### src/rtl/lsu_pkg.sv
// Shared LSU definitions: size codes, FSM states, lane widths.
// Imported by the lane unit and the memory adapter.
package lsu_pkg;

  localparam logic [1:0] SZ_BYTE = 2'b00;
  localparam logic [1:0] SZ_HALF = 2'b01;
  localparam logic [1:0] SZ_WORD = 2'b10;
  localparam logic [1:0] SZ_ILL  = 2'b11;

  localparam int LANE_B = 8;
  localparam int LANE_H = 16;
  localparam int LANES  = 4;

  typedef enum logic [1:0] {
    IDLE,
    ACCESS,
    MERGE_WR,
    RESP
  } state_t;

  function automatic logic misaligned(
    input logic [1:0] sz,
    input logic [1:0] off
  );
    logic m;
    m = 1'b0;
    unique case (1'b1)
      (sz == SZ_BYTE): m = 1'b0;
      (sz == SZ_HALF): m = off[0];
      (sz == SZ_WORD): m = (off != 2'b00);
      default:         m = 1'b1;
    endcase
    return m;
  endfunction

endpackage

### src/rtl/lsu_mem_adapter_lane.sv
// Lane extract/extend for loads and lane merge for stores.
// Purely combinational; offset picks the little-endian lane.
module lsu_lane_unit
  import lsu_pkg::*;
(
  input  logic [1:0]  i_size,
  input  logic [1:0]  i_off,
  input  logic        i_signed,
  input  logic [31:0] i_word,
  input  logic [31:0] i_wdata,
  output logic [31:0] o_load,
  output logic [31:0] o_merge
);

  logic [4:0]  w_bsh;
  logic [4:0]  w_hsh;
  logic [31:0] w_bsel;
  logic [31:0] w_hsel;
  logic [31:0] w_bmask;
  logic [31:0] w_hmask;
  logic [31:0] w_bput;
  logic [31:0] w_hput;

  assign w_bsh   = {i_off, 3'b000};
  assign w_hsh   = {i_off[1], 4'b0000};
  assign w_bsel  = i_word >> w_bsh;
  assign w_hsel  = i_word >> w_hsh;
  assign w_bmask = 32'h0000_00FF << w_bsh;
  assign w_hmask = 32'h0000_FFFF << w_hsh;
  assign w_bput  = {24'b0, i_wdata[LANE_B-1:0]} << w_bsh;
  assign w_hput  = {16'b0, i_wdata[LANE_H-1:0]} << w_hsh;

  // Load path: select lane, then sign or zero extend.
  always_comb begin
    o_load = i_word;
    unique case (1'b1)
      (i_size == SZ_BYTE):
        o_load = {{24{i_signed & w_bsel[7]}},
                  w_bsel[7:0]};
      (i_size == SZ_HALF):
        o_load = {{16{i_signed & w_hsel[15]}},
                  w_hsel[15:0]};
      default:
        o_load = i_word;
    endcase
  end

  // Store path: replace one lane of the old word.
  always_comb begin
    o_merge = i_wdata;
    unique case (1'b1)
      (i_size == SZ_BYTE):
        o_merge = (i_word & ~w_bmask) | w_bput;
      (i_size == SZ_HALF):
        o_merge = (i_word & ~w_hmask) | w_hput;
      default:
        o_merge = i_wdata;
    endcase
  end

endmodule

### src/rtl/lsu_mem_adapter.sv
// LSU to word-only memory adapter with sub-word RMW stores.
// LSU_MISALIGN_TRAP_EN: flag misaligned/illegal, else force-align.
module lsu_mem_adapter
  import lsu_pkg::*;
#(
  parameter int ADDR_W = 32,
  parameter int DATA_W = 32
) (
  input  logic              clk,
  input  logic              reset,
  input  logic              req_valid,
  output logic              req_ready,
  input  logic              req_we,
  input  logic [1:0]        req_size,
  input  logic              req_signed,
  input  logic [ADDR_W-1:0] req_addr,
  input  logic [DATA_W-1:0] req_wdata,
  output logic              resp_valid,
  output logic [DATA_W-1:0] resp_rdata,
  output logic              resp_misalign,
  output logic [ADDR_W-1:0] mem_addr,
  output logic              mem_read,
  output logic              mem_write,
  output logic [DATA_W-1:0] mem_wdata,
  input  logic [DATA_W-1:0] mem_rdata
);

  state_t r_state;
  state_t w_next;

  logic              r_we;
  logic              r_signed;
  logic              r_mis;
  logic [1:0]        r_size;
  logic [ADDR_W-1:0] r_addr;
  logic [DATA_W-1:0] r_wdata;
  logic [DATA_W-1:0] r_rdata;
  logic [DATA_W-1:0] r_merge;

  logic              w_acc;
  logic              w_mis;
  logic              w_sub;
  logic [1:0]        w_size;
  logic [ADDR_W-1:0] w_waddr;
  logic [DATA_W-1:0] w_load;
  logic [DATA_W-1:0] w_merge;

  assign w_acc   = req_valid && (r_state == IDLE);
  assign w_sub   = (r_size == SZ_BYTE) ||
                   (r_size == SZ_HALF);
  assign w_waddr = {r_addr[ADDR_W-1:2], 2'b00};

`ifdef LSU_MISALIGN_TRAP_EN
  assign w_size = req_size;
  assign w_mis  = misaligned(req_size, req_addr[1:0]);
`else
  assign w_size = (req_size == SZ_ILL) ? SZ_WORD
                                       : req_size;
  assign w_mis  = 1'b0;
`endif

  lsu_lane_unit u_lane (
    .i_size   (r_size),
    .i_off    (r_addr[1:0]),
    .i_signed (r_signed),
    .i_word   (mem_rdata),
    .i_wdata  (r_wdata),
    .o_load   (w_load),
    .o_merge  (w_merge)
  );

  // State register; reset aborts any access at once.
  always_ff @(posedge clk or negedge reset) begin
    if (!reset) r_state <= IDLE;
    else        r_state <= w_next;
  end

  // Next state and memory strobes from state + latched request.
  always_comb begin
    w_next    = r_state;
    mem_read  = 1'b0;
    mem_write = 1'b0;
    mem_addr  = '0;
    mem_wdata = '0;
    unique case (r_state)
      IDLE: begin
        if (req_valid) w_next = w_mis ? RESP : ACCESS;
      end
      ACCESS: begin
        mem_addr = w_waddr;
        if (!r_we) begin
          mem_read = 1'b1;
          w_next   = RESP;
        end else if (w_sub) begin
          mem_read = 1'b1;
          w_next   = MERGE_WR;
        end else begin
          mem_write = 1'b1;
          mem_wdata = r_wdata;
          w_next    = RESP;
        end
      end
      MERGE_WR: begin
        mem_addr  = w_waddr;
        mem_write = 1'b1;
        mem_wdata = r_merge;
        w_next    = RESP;
      end
      RESP:    w_next = IDLE;
      default: w_next = IDLE;
    endcase
  end

  // Request latch, load result and merge word capture.
  always_ff @(posedge clk or negedge reset) begin
    if (!reset) begin
      r_we     <= 1'b0;
      r_signed <= 1'b0;
      r_mis    <= 1'b0;
      r_size   <= SZ_BYTE;
      r_addr   <= '0;
      r_wdata  <= '0;
      r_rdata  <= '0;
      r_merge  <= '0;
    end else begin
      if (w_acc) begin
        r_we     <= req_we;
        r_signed <= req_signed;
        r_mis    <= w_mis;
        r_size   <= w_size;
        r_addr   <= req_addr;
        r_wdata  <= req_wdata;
        r_rdata  <= '0;
      end
      if (r_state == ACCESS && !r_we)
        r_rdata <= w_load;
      if (r_state == ACCESS && r_we && w_sub)
        r_merge <= w_merge;
    end
  end

  assign req_ready     = (r_state == IDLE);
  assign resp_valid    = (r_state == RESP);
  assign resp_rdata    = resp_valid ? r_rdata : '0;
  assign resp_misalign = resp_valid & r_mis;

endmodule

### config.mk
export PLATFORM = sky130hd
export DESIGN_NAME = lsu_mem_adapter
export DESIGN_NICKNAME = d
export VERILOG_FILES = /design/src/rtl/lsu_pkg.sv /design/src/rtl/lsu_mem_adapter_lane.sv /design/src/rtl/lsu_mem_adapter.sv
export SDC_FILE = /design/constraint.sdc
export NUM_CORES = 1
export LEC_CHECK = 0
export ABC_AREA = 0
export ABC_CLOCK_PERIOD_IN_PS = 2050
export CAP_MARGIN = 30
export CORE_MARGIN = 2
export CORE_UTILIZATION = 43
export DETAILED_ROUTE_END_ITERATION = 12
export PLACE_DENSITY = 0.73
export SETUP_SLACK_MARGIN = 0.1
export SLEW_MARGIN = 25
export SYNTH_ARGS = -nofsm -noshare
export SYNTH_HDL_FRONTEND = slang
export SYNTH_SLANG_ARGS = --single-unit
### constraint.sdc
create_clock -name clk -period 2.05 [get_ports clk]
set_input_delay 0.41 -clock clk [delete_from_list [all_inputs] [get_ports clk]]
set_output_delay 0.41 -clock clk [all_outputs]
set_load 0.005 [all_outputs]
Yosys cells after proc, flatten, opt, wreduce, memory -nomap -nowiden
Cells that the tools add are included.
Widths: inputs -> output; s select.
{ "totals": {"ff_bits": 134, "latchBits": 0, "ramBits": 0, "romBits": 0, "inputBits": 103, "output_inout_bits": 101, "wordCells": 58, "memories": 0} }
{ "classes": {"n_addsub": 0, "multipliers": 0, "n_div": 0, "n_lt_le_gt_ge": 0, "eq_ne": 6, "shifts": 6, "mux": 20, "bitwise_logic": 8, "n_reduce_logical": 10} }
{ "ops": {"columns": ["cell", "n"], "rows": [
  ["$mux 32", 6],
  ["$pmux 32 s2", 3],
  ["$and 32x32->32", 2],
  ["$not 32->32", 2],
  ["$or 32x32->32", 2],
  ["$shl 16x5->32", 1],
  ["$shl 16x5->32 const A", 1],
  ["$shl 8x5->32", 1],
  ["$shl 8x5->32 const A", 1],
  ["$shr 32x5->16", 1],
  ["$shr 32x5->8", 1],
  ["$pmux 2 s4", 1],
  ["$mux 1", 7],
  ["$eq 2x2->1 const B", 3],
  ["$eq 2x1->1 const B", 2],
  ["$logic_and 1x1->1", 4],
  ["$logic_not 2->1", 2],
  ["$mux 2", 2],
  ["$and 1x1->1", 2],
  ["$ne 2x2->1 const B", 1],
  ["$pmux 1 s2", 1],
  ["$reduce_bool 2->1", 1],
  ["$reduce_or 2->1", 1],
  ["$logic_not 1->1", 1],
  ["$logic_or 1x1->1", 1]
]} }

Longest topological paths before layout
Gate-level depths: netlist (run 1).
{ "depth": {"depth_word": 5, "mapped_depth": 9, "depth_no_buf": 6} }

By module
From an unflattened synthesis (run 1), not the netlist that was laid out.
{ "unflattened": {"hier_cells": 675, "hier_area_um2": 7390.8} }
{ "by_module_without_submodules": {"columns": ["mod", "instances", "cells_each", "area_per_inst_um2", "seq_area_each_um2"], "rows": [
  ["lsu_mem_adapter", 1, 421, 5859.4, 3353.2],
  ["lsu_lane_unit", 1, 254, 1531.5, 0.0]
]} }

Worst setup path before layout (run 1)
OpenSTA, ideal clock, no wires.
{ "synth_path": {"path_kind": "register -> output", "from": "register r_state[1]", "to": "output mem_wdata[22]", "arrival_ps": 1516, "required_time_ps": 1640, "path_slack_ps": 124, "path_stages_with_launch": 8, "n_path_buf": 2, "path_cell_list": "dfrtp_1 -> inv_1 -> ha_1 -> and3_1 -> clkbuf_1 -> clkbuf_1 -> a22oi_1 -> nor2b_1"} }
{ "synth_between": {"elab_chain_cells": 2, "word_cells_on_any_way": 3, "cone_classes": "2 x eq/ne; 1 x mux"} }
{ "synth_lines": {"columns": ["element", "line", "rtl"], "rows": [
  ["start: declaration", "lsu_mem_adapter.sv:28", "state_t r_state;"],
  ["start signal: assignment", "lsu_mem_adapter.sv:75", "else r_state <= w_next;"],
  ["$eq 2x2->1 / $eq 2x1->1 (equally long branches)", "lsu_mem_adapter.sv:85", "unique case (r_state)"],
  ["$pmux 32 s2 *", "lsu_mem_adapter.sv:85", null],
  ["end: declaration", "lsu_mem_adapter.sv:24", "output logic [DATA_W-1:0] mem_wdata,"]
]} }
Mark *: on every way between the ends. The rest lies on a longest branch, timed or not.

Final worst setup path (run 1)
{ "layout_path": {"from": "register r_state[1]", "to": "output mem_wdata[14]"} }
The elaborated chain is that of the path after synthesis.

==> run_results.csv, run 1 <==
group,metric,value,unit
run_status,outcome,"complete, but fails checks",
run_status,violations,"setup timing",
timing,relSlewSlack,49.38,%
timing,period_needed,2.401,ns
clocking,numCtsBuffers,17,
timing,clock.fmax,416.4,MHz
setup_path,ff2ff_setup_slack,0.04,ns
timing,final-hold-violation-count,0,
drt,avgRoutedWirePerCell,22.52,um
power,p_per_area,1747,nW/um^2
final_layout,fillers,1141,
clocking,cts.sinks,134,
placement,place_area,9627,sq um
setup_path,start_kind,"flop",
floorplan,io_pins,204,
grt,grt_max_degree,57,
power,total_power,20140,uW
floorplan,design.core.area,16000,sq um
floorplan,start_util,44.27,%
grt,grt_pass1_vias,6739,
synthesis,synth.most_common_cell,"dfrtp_1",
final_layout,fin_cells,1176,
synthesis,ys_warn_count,0,
floorplan,die-area,17520,sq um
drt,viasPerCell,5.915,
synthesis,synthXorXnorAreaFrac,0,%
synthesis,synth_top_area_share,47.34,%
synthesis,synth_cell_types,41,
placement,dp_cells,1079,
synthesis,synth.mux.area_fraction,14.40,%
synthesis,yosys-top-cells-count,"134 x dfrtp_1, 68 x mux2_2, 66 x o21ai_0",
clocking,root_buffer,"clkbuf_16",
timing,setup_ws,-0.3514,ns
setup_path,arrival,1.99,ns
timing,post-route-period-util,117.1,%
grt,grt_pass1_wl,37660,um
synthesis,synth_top_area_cell,"dfrtp_1",
setup_path,path_max_fanout,5,
synthesis,synth_simple_gate_area_share,13.46,%
floorplan,fp.dieH,132.3,um
grt,grt.overflow.total,0,
setup_path,crit_required,1.64,ns
synthesis,synth-edff-count,0,
final_layout,fin_util,72.06,%
synthesis,syn-instance-count,671,
floorplan,die_w,132.3,um
drt,vias,6956,
synthesis,synth_compound_area_share,19.38,%
final_layout,num_antenna_cells,0,
setup_path,crit_type,"flop to primary output",
synthesis,synth_seq_area_share,47.34,%
final_layout,design_area,11530,sq um
final_layout,syn_to_final_growth,62.78,%
synthesis,synth.ff_latch_count,134,
placement,dpl.hpwl,16540,um
timing,finalMaxSlewViolations,0,
timing,worst_slew_pin_slew,0.7593,ns
power,p_leak,0.005110,uW
clocking,clk_pin_slew_worst_paths,0.06,ns
power,peakVddDrop,1.113,mV
drt,drt-initial-drc-count,548,
timing,setup_violations,87,
drt,drt_first_pass_iters,6,
final_layout,drive_above_1_share,46.25,%
timing,skew,0.01182,ns
synthesis,synth_top_family_by_area,"compound AO/OA/AOI/OAI gates",
worst_hold_path,min_path_type,"flop to flop",
setup_path,crit_path_end_kind,"primary output",
grt,antenna_found_initial,0,
grt,grt_usage,27.56,%
clocking,cts-htree-levels,4,
placement,dp_slack,-0.2895,ns
synthesis,synthArstFlopShare,100.0,%
placement,io_buffer_count,200,
synthesis,synth_flop_cell,"dfrtp_1",
clocking,clk_latency,0.43,ns
drt,final_antenna_net_count,0,
clocking,tritoncts,"yes",
synthesis,synth_area_leaders,"dfrtp_1 47%, mux2_2 11%, and2_1 5.7%, o21ai_0 4.7%, a22oi_1 3.5%",
synthesis,synth_fa_ha_area_share,0.8832,%
flow_run,maxCapViolations,0,
floorplan,row_count,46,
final_layout,finalNetCount,1055,
synthesis,syn_area,7083,sq um
drt,drc,0,
synthesis,syn_avg_cell_area,10.56,sq um
timing,rsz0062_at_grt,"true",
clocking,clockBufferDepth,2,
drt,drt_wl_total,26480,um
placement,place_congestion,0.8833,
-- timing repair --
action                     4_1_cts  5_1_grt
setup endpoints to repair      123      118
hold buffers                     1        0
resized for setup              306      294
hold endpoints to repair        46        0
cloned                           9       12
pin swaps                        2       25
setup buffers                   22       24
-- cell usage in the layout, fill, tap and decap left out, types with 13 or more instances in the layout --
cell type and instances:
o22ai_1 24, buf_4 53, and2_4 55, a21oi_1 13
dfrtp_1 133, buf_6 76, a221o_1 16, nor2_1 17
a22o_1 23, o21ai_0 66, a22oi_2 32, clkbuf_16 26
mux2i_1 24, buf_2 35, buf_12 15, clkdlybuf4s50_1 101
nor2b_1 22, mux2_2 68, nand2_1 21
-- final cells by class --
| class | instances | area, sq um | area share, % |
|---|---|---|---|
| clock buffers | 17 | 425.4 | 3.690 |
| inverters | 4 | 17.52 | 0.1519 |
| clock inverters | 15 | 153.9 | 1.335 |
| flip-flops and latches | 134 | 3354 | 29.09 |
| repair buffers | 319 | 3369 | 29.22 |
| well taps | 216 | 270.3 | 2.344 |
| multi-input cells | 471 | 3939 | 34.16 |
-- worst max-delay path, cell delays in order (launching register included) --
cell and delay, ns:
dfrtp_1 0.39, inv_2 0.08, buf_6 0.10, ha_4 0.12, and3_4 0.27, buf_6 0.14
buf_6 0.12, a22oi_2 0.05, nor2b_1 0.16, buf_2 0.14
-- metal layers --
layer | track usage, % | part of all wire, % | up-vias
li1 | - | - | 3001
met1 | 34.67 | 39 | 3460
met2 | 44.91 | 49 | 398
met4 | 12.96 | 4.4 | 0
met3 | 6.574 | 7.9 | 97
met5 | 0 | 0 | -
-- worst paths after layout --
| kind | to | startpoint | cells past startpoint |
|---|---|---|---|
| setup / recovery | mem_wdata[14] | r_state[1] | 9 |
| hold / removal | r_addr[26] | r_addr[26] | 1 |
| setup reg to reg | r_rdata[22] | r_state[1] | 10 |
| hold reg to reg | r_addr[26] | r_addr[26] | 1 |
| max in group asynchronous | r_state[0] | reset | 3 |
| min in group asynchronous | r_rdata[20] | reset | 2 |
-- stage by stage --
step	setup TNS, ns	hold slack [ns]
2_1_floorplan	0	0.1144
3_5_place_dp	-15.87	0.4005
3_3_place_gp	-10.99	0.3941
5_1_grt	-19.04	0.5184
6_report	-15.61	0.5030
4_1_cts	-22.85	0.5014
-- registers in the layout (all words and copies together), names as in the netlist --
| register | cells |
|---|---|
| r_state | 2 |
| r_we | 1 |
| r_merge | 32 |
| r_rdata | 32 |
| r_signed | 1 |
| r_size | 2 |
| r_wdata | 32 |
| r_addr | 32 |
-- report_power, final --
| group | internal (uW) | total [uW] | leakage, uW | switching, uW |
|---|---|---|---|---|
| Clock | 1790 | 3020 | 0.000276 | 1220 |
| Sequential | 3920 | 5040 | 0.00164 | 1120 |
| Combinational | 7070 | 12100 | 0.00319 | 5020 |
-- kinds of logic after synthesis --
logic type      after synthesis
other cells                   1
fa+ha+maj                     5
compound gates              198
flops                       134
buf+inv                      69
simple gates                171
mux                          93
(Power assumes the default switching activity.)
==> run 2: changes to the inputs <==
--- a/config.mk
+++ b/config.mk
@@ -8,12 +8,16 @@
 export ABC_AREA = 0
 export ABC_CLOCK_PERIOD_IN_PS = 2050
 export CAP_MARGIN = 30
+export CELL_PAD_IN_SITES_DETAIL_PLACEMENT = 1
+export CELL_PAD_IN_SITES_GLOBAL_PLACEMENT = 2
 export CORE_MARGIN = 2
-export CORE_UTILIZATION = 43
+export CORE_UTILIZATION = 30
 export DETAILED_ROUTE_END_ITERATION = 12
-export PLACE_DENSITY = 0.73
+export PLACE_DENSITY_LB_ADDON = 0.1
 export SETUP_SLACK_MARGIN = 0.1
+export SKIP_LAST_GASP = 1
 export SLEW_MARGIN = 25
 export SYNTH_ARGS = -nofsm -noshare
 export SYNTH_HDL_FRONTEND = slang
 export SYNTH_SLANG_ARGS = --single-unit
+export TNS_END_PERCENT = 50
==> run_results.csv, run 2 (same netlist as run 1, synthesis figures left out) <==
group,metric,value,unit
run_status,outcome,"complete, but fails checks",
run_status,violations,"setup timing",
setup_path,crit_chain,"ha_4, and3_4, buf_6, buf_12, a22oi_2, nor2b_4, buf_2",
grt,grt.overflow.total,0,
drt,avgRoutedWirePerCell,22.15,um
timing,final-hold-violation-count,0,
worst_hold_path,min_path_type,"input pin to async pin",
grt,grt_max_degree,54,
clocking,clockBufferDepth,2,
timing,finalMaxSlewViolations,0,
setup_path,r2r-start,"r_state[0]",
setup_path,path_max_fanout,6,
final_layout,final_cell_mix,"133 x dfrtp_1, 103 x clkdlybuf4s50_1, 68 x mux2_2, 66 x o21ai_0, 58 x buf_4",
clocking,tritoncts,"yes",
floorplan,die_w,157.7,um
drt,drt-initial-drc-count,337,
clocking,clk_pin_slew_worst_paths,0.07,ns
clocking,numCtsBuffers,17,
final_layout,fillers,2499,
floorplan,fp.dieH,157.7,um
setup_path,crit_required,1.64,ns
final_layout,finalNetCount,1034,
grt,antenna_found_initial,0,
clocking,root_buffer,"clkbuf_16",
drt,drt_wl_total,27860,um
timing,setup_ws,-0.3198,ns
floorplan,row_count,56,
final_layout,final_common_cell,"dfrtp_1",
final_layout,num_antenna_cells,0,
timing,period_needed,2.370,ns
placement,dpl.hpwl,19160,um
grt,grt_pass1_vias,6713,
setup_path,arrival,1.96,ns
clocking,clk_latency,0.43,ns
setup_path,crit_buf_inv,3,
floorplan,design.core.area,23330,sq um
placement,io_buffer_count,200,
timing,clock.fmax,422.0,MHz
floorplan,io_pins,204,
timing,setup_violations,103,
flow_run,maxCapViolations,0,
drt,drc,0,
power,p_per_area,1698,nW/um^2
clocking,cts-htree-levels,4,
setup_path,crit_path_end_kind,"primary output",
timing,rsz0062_at_grt,"true",
setup_path,startpoint,"r_state[0]",
setup_path,start_kind,"flop",
placement,dp_cells,1189,
setup_path,cp_slowest_stage_delay,0.46,ns
final_layout,fin_cells,1258,
drt,viasPerCell,5.156,
final_layout,design_area,11110,sq um
timing,whs,0.4650,ns
timing,skew,0.009316,ns
drt,drt_first_pass_iters,4,
floorplan,start_util,30.36,%
final_layout,syn_to_final_growth,56.92,%
power,total_power,18880,uW
floorplan,die-area,24860,sq um
clocking,cts.sinks,134,
placement,place_congestion,0.8486,
drt,final_antenna_net_count,0,
placement,place_area,9821,sq um
power,peakVddDrop,0.9121,mV
grt,grt_pass1_wl,40710,um
power,p_leak,0.005053,uW
setup_path,crit_slowest_cell,"dfrtp_2",
timing,post-route-period-util,115.6,%
setup_path,cpLargestDelayFamily,"flip-flops",
timing,setup_tns,-18.01,ns
grt,grt_usage,21.92,%
drt,vias,6486,
setup_path,crit_type,"flop to primary output",
final_layout,drive_above_1_share,41.00,%
[run 2: cell count changes in the layout (fill, tap and decap cells not counted), sizes merged, moves of 2 or more]
cell           delta
buf              -39
clkbuf           +11
dlymetal6s2s     +11
bufinv            -2
clkdlybuf4s50     +2
[run 2: power by group]
part	switching [uW]	leakage (uW)	internal (uW)
clock	1290	0.000264	1630
sequential	943	0.00164	3910
combinational	4880	0.00314	6220
total	7120	0.00505	11800
[run 2: path summary, 6_finish.rpt]
check | end | slack [ns] | depth (start not counted)
min in group clk | r_rdata[7] | 0.49 | 1
max in group asynchronous | r_merge[30] | 0.91 | 3
min reg2reg | r_rdata[7] | 0.49 | 1
max | mem_wdata[10] | -0.32 | 7
max reg2reg | r_rdata[22] | -0.05 | 9
min | r_rdata[18] | 0.47 | 2
[run 2: repair_timing]
item	CTS	global route
hold endpoints to repair	36	0
endpoints found under the setup margin	129	134
hold buffers	1	0
resized for setup	292	166
pin swaps	3	6
setup buffers	11	18
gates cloned	2	7
[run 2: through the flow]
step	util (%)	setup WS (ns)
after floorplan	-	0.1240
after global placement	42.09	-0.2250
after detailed placement	42.09	-0.2504
after CTS	45.36	-0.3394
after global routing	47.64	-0.3820
final	47.64	-0.3198
[run 2: layer usage]
layer / global-route usage (%) / up-vias / routed length (um)
met5: 0 / - / 0
met4: 6.580 / 0 / 449
met3: 4.517 / 30 / 1491
met2: 35.20 / 217 / 13660
met1: 29.82 / 3304 / 12250
li1: - / 2935 / -
[run 2: area by class of cell]
cell class	count	area, sq um	area share [%]
clock buffer	20	456.7	4.109
clock inverter	12	93.84	0.8443
inverter	4	17.52	0.1576
multi-input combinational	470	3899	35.08
sequential	134	3354	30.18
tap	319	399.1	3.591
timing repair buffer	299	2894	26.04
==> run 3: changes to the inputs <==
--- a/config.mk
+++ b/config.mk
@@ -10,9 +10,11 @@
 export CAP_MARGIN = 30
 export CELL_PAD_IN_SITES_DETAIL_PLACEMENT = 1
 export CELL_PAD_IN_SITES_GLOBAL_PLACEMENT = 2
+export CORE_ASPECT_RATIO = 1.2
 export CORE_MARGIN = 2
 export CORE_UTILIZATION = 30
 export DETAILED_ROUTE_END_ITERATION = 12
+export GPL_TIMING_DRIVEN = 0
 export PLACE_DENSITY_LB_ADDON = 0.1
 export SETUP_SLACK_MARGIN = 0.1
 export SKIP_LAST_GASP = 1
==> constraint.sdc (replaced) <==
create_clock -name clk -period 2.05 [get_ports clk]
set_input_delay 0.41 -clock clk [delete_from_list [all_inputs] [get_ports clk]]
set_output_delay 0.41 -clock clk [all_outputs]
set_load 0.02 [all_outputs]
==> run_results.csv, run 3 (same netlist as run 1, synthesis figures left out) <==
group,metric,value,unit
grt,grt_pass1_wl,42050,um
timing,clock.fmax,410.4,MHz
final_layout,multi_input_area,3775,sq um
placement,place_congestion,0.8398,
flow_run,maxCapViolations,0,
placement,io_buffer_count,200,
final_layout,ff_latch_area,3354,sq um
timing,relSlewSlack,35.96,%
placement,dp_cells,1189,
floorplan,io_pins,204,
clocking,tritoncts,"yes",
final_layout,fin_util,47.37,%
power,p_comb_share,55.7,%
final_layout,final_common_cell,"dfrtp_1",
final_layout,fin_cells,1250,
timing,period_needed,2.437,ns
setup_path,crit_path_end_kind,"primary output",
power,p_leak,0.004705,uW
final_layout,num_antenna_cells,0,
timing,post-route-period-util,118.9,%
setup_path,crit_chain,"inv_2, ha_4, and3_4, clkbuf_16, clkbuf_16, a22oi_2, nor2b_2, buf_2",
timing,rsz0062_at_grt,"true",
grt,antenna_found_initial,0,
floorplan,die_w,144.3,um
placement,dp_slack,-1.071,ns
drt,drt_first_pass_iters,4,
run_status,violations,"setup timing",
floorplan,die-area,24860,sq um
setup_path,path_max_fanout,10,
setup_path,crit_slowest_cell,"dfrtp_1",
final_layout,finalNetCount,1031,
setup_path,crit_buf_inv,4,
clocking,numCtsBuffers,17,
timing,skew,0.01121,ns
timing,finalMaxSlewViolations,0,
grt,grt.overflow.total,0,
setup_path,crit_required,1.64,ns
final_layout,final_cell_mix,"133 x dfrtp_1, 102 x clkdlybuf4s50_1, 74 x buf_4, 68 x mux2_2, 66 x o21ai_0",
setup_path,crit_type,"flop to primary output",
floorplan,row_count,61,
clocking,root_buffer,"clkbuf_16",
timing,setup_ws,-0.3869,ns
drt,avgRoutedWirePerCell,22.17,um
drt,drc,0,
worst_hold_path,min_path_type,"input pin to async pin",
final_layout,fillers,2541,
placement,dpl.hpwl,20360,um
power,clockPowerShare,18.0,%
drt,drt-initial-drc-count,213,
final_layout,drive_above_1_share,38.50,%
timing,final-hold-violation-count,0,
clocking,clockBufferDepth,2,
setup_path,cpMostUsedCell,"clkbuf_16",
timing,worst_slew_pin_slew,0.9607,ns
drt,final_antenna_net_count,0,
setup_path,start_kind,"flop",
grt,grt_pass1_vias,7067,
grt,grt_usage,22.69,%
power,seqPwrFrac,26.3,%
setup_path,cpLargestDelayFamily,"buffers and inverters",
timing,setup_violations,141,
power,peakVddDrop,0.8434,mV
power,swShare,40.43,%
run_status,outcome,"complete, but fails checks",
final_layout,syn_to_final_growth,55.17,%
setup_path,cp_slowest_stage_delay,0.43,ns
clocking,clk_latency,0.43,ns
clocking,cts-htree-levels,4,
clocking,clk_pin_slew_worst_paths,0.07,ns
grt,grt_max_degree,82,
floorplan,start_util,30.53,%
floorplan,fp.dieH,172.3,um
floorplan,design.core.area,23200,sq um
power,p_per_area,1730,nW/um^2
power,p_switching,7686,uW
drt,viasPerCell,5.105,
power,p_int,11330,uW
setup_path,arrival,2.03,ns
drt,vias,6381,
drt,drt_wl_total,27720,um
clocking,cts.sinks,134,
run 3: cell count changes in the layout (fill, tap and decap cells not counted), moves of 15 or more:
cell      change
buf_6        +18
nor2b_2      +24
buf_2        -20
clkbuf_2     -20
buf_4        +16
and2_1       +29
nor2b_4      -18
clkbuf_1     +15
and2_4       -29
run 3: power groups by stage:
stage / combinational (uW) / clock [uW] / sequential [uW]
global route: 11400 / 3580 / 5170
global placement: 9090 / 0 / 4860
detailed placement: 9250 / 0 / 4920
finish: 10600 / 3420 / 5000
CTS: 10100 / 3480 / 4930
floorplan: 5840 / 0 / 4470
run 3: worst paths after layout:
check	startpoint	cells after the start	endpoint	slack, ns
worst max register to register	r_state[1]	11	r_rdata[26]	-0.18
worst max-delay path	r_state[1]	8	mem_wdata[25]	-0.39
worst min-delay path	reset	2	r_rdata[16]	0.49
min in group clk	r_addr[31]	1	r_addr[31]	0.49
max in group asynchronous	reset	3	r_merge[11]	0.76
worst min register to register	r_addr[31]	1	r_addr[31]	0.49
run 3: what timing repair did:
item / CTS / global route
pin swaps: 2 / 4
buffers inserted: 18 / 8
cloned: 3 / 1
hold buffers: 1 / 0
endpoints found under the hold margin: 53 / 0
setup endpoints to repair: 189 / 215
resized for setup: 485 / 178
run 3: through the flow:
| step | hold slack [ns] | setup TNS (ns) | area (sq um) | total power, uW |
|---|---|---|---|---|
| floorplan | 0.1144 | 0 | 7163 | 10310 |
| global placement | 0.4666 | -764.53 | 9559 | 13940 |
| detailed placement | 0.3601 | -86.29 | 9592 | 14170 |
| CTS | 0.4946 | -36.17 | 10680 | 18510 |
| global route | 0.5228 | -37.93 | 10990 | 20190 |
| finish | 0.4927 | -29.84 | 10990 | 19010 |
run 3: final cells by class:
class / instances / share of cell area (%)
multi-input cells: 470 / 34.35
flip-flops and latches: 134 / 30.52
repair buffers: 232 / 20.42
plain buffers: 64 / 5.112
clock buffers: 19 / 4.030
well taps: 315 / 3.586
clock inverters: 12 / 1.844
inverters: 4 / 0.1366
run 3: metal layers:
layer / share of wire (%) / vias to the layer above / global-route usage [%] / wire length [um]
met5: 0 / - / 0 / 0
li1: - / 2930 / - / -
met2: 50 / 187 / 39.15 / 13920
met4: 2.9 / 0 / 8.358 / 812
met3: 5.7 / 45 / 5.400 / 1578
met1: 41 / 3219 / 27.54 / 11410
run 3: worst reg2reg max path: stages, from the launching register on:
cell       delay (ns)
dfrtp_1          0.43
inv_2            0.10
ha_4             0.18
buf_4            0.14
buf_4            0.12
nor2b_2          0.15
buf_6            0.13
and2_4           0.16
and3_4           0.16
buf_6            0.13
clkbuf_16        0.15
a221o_1          0.25
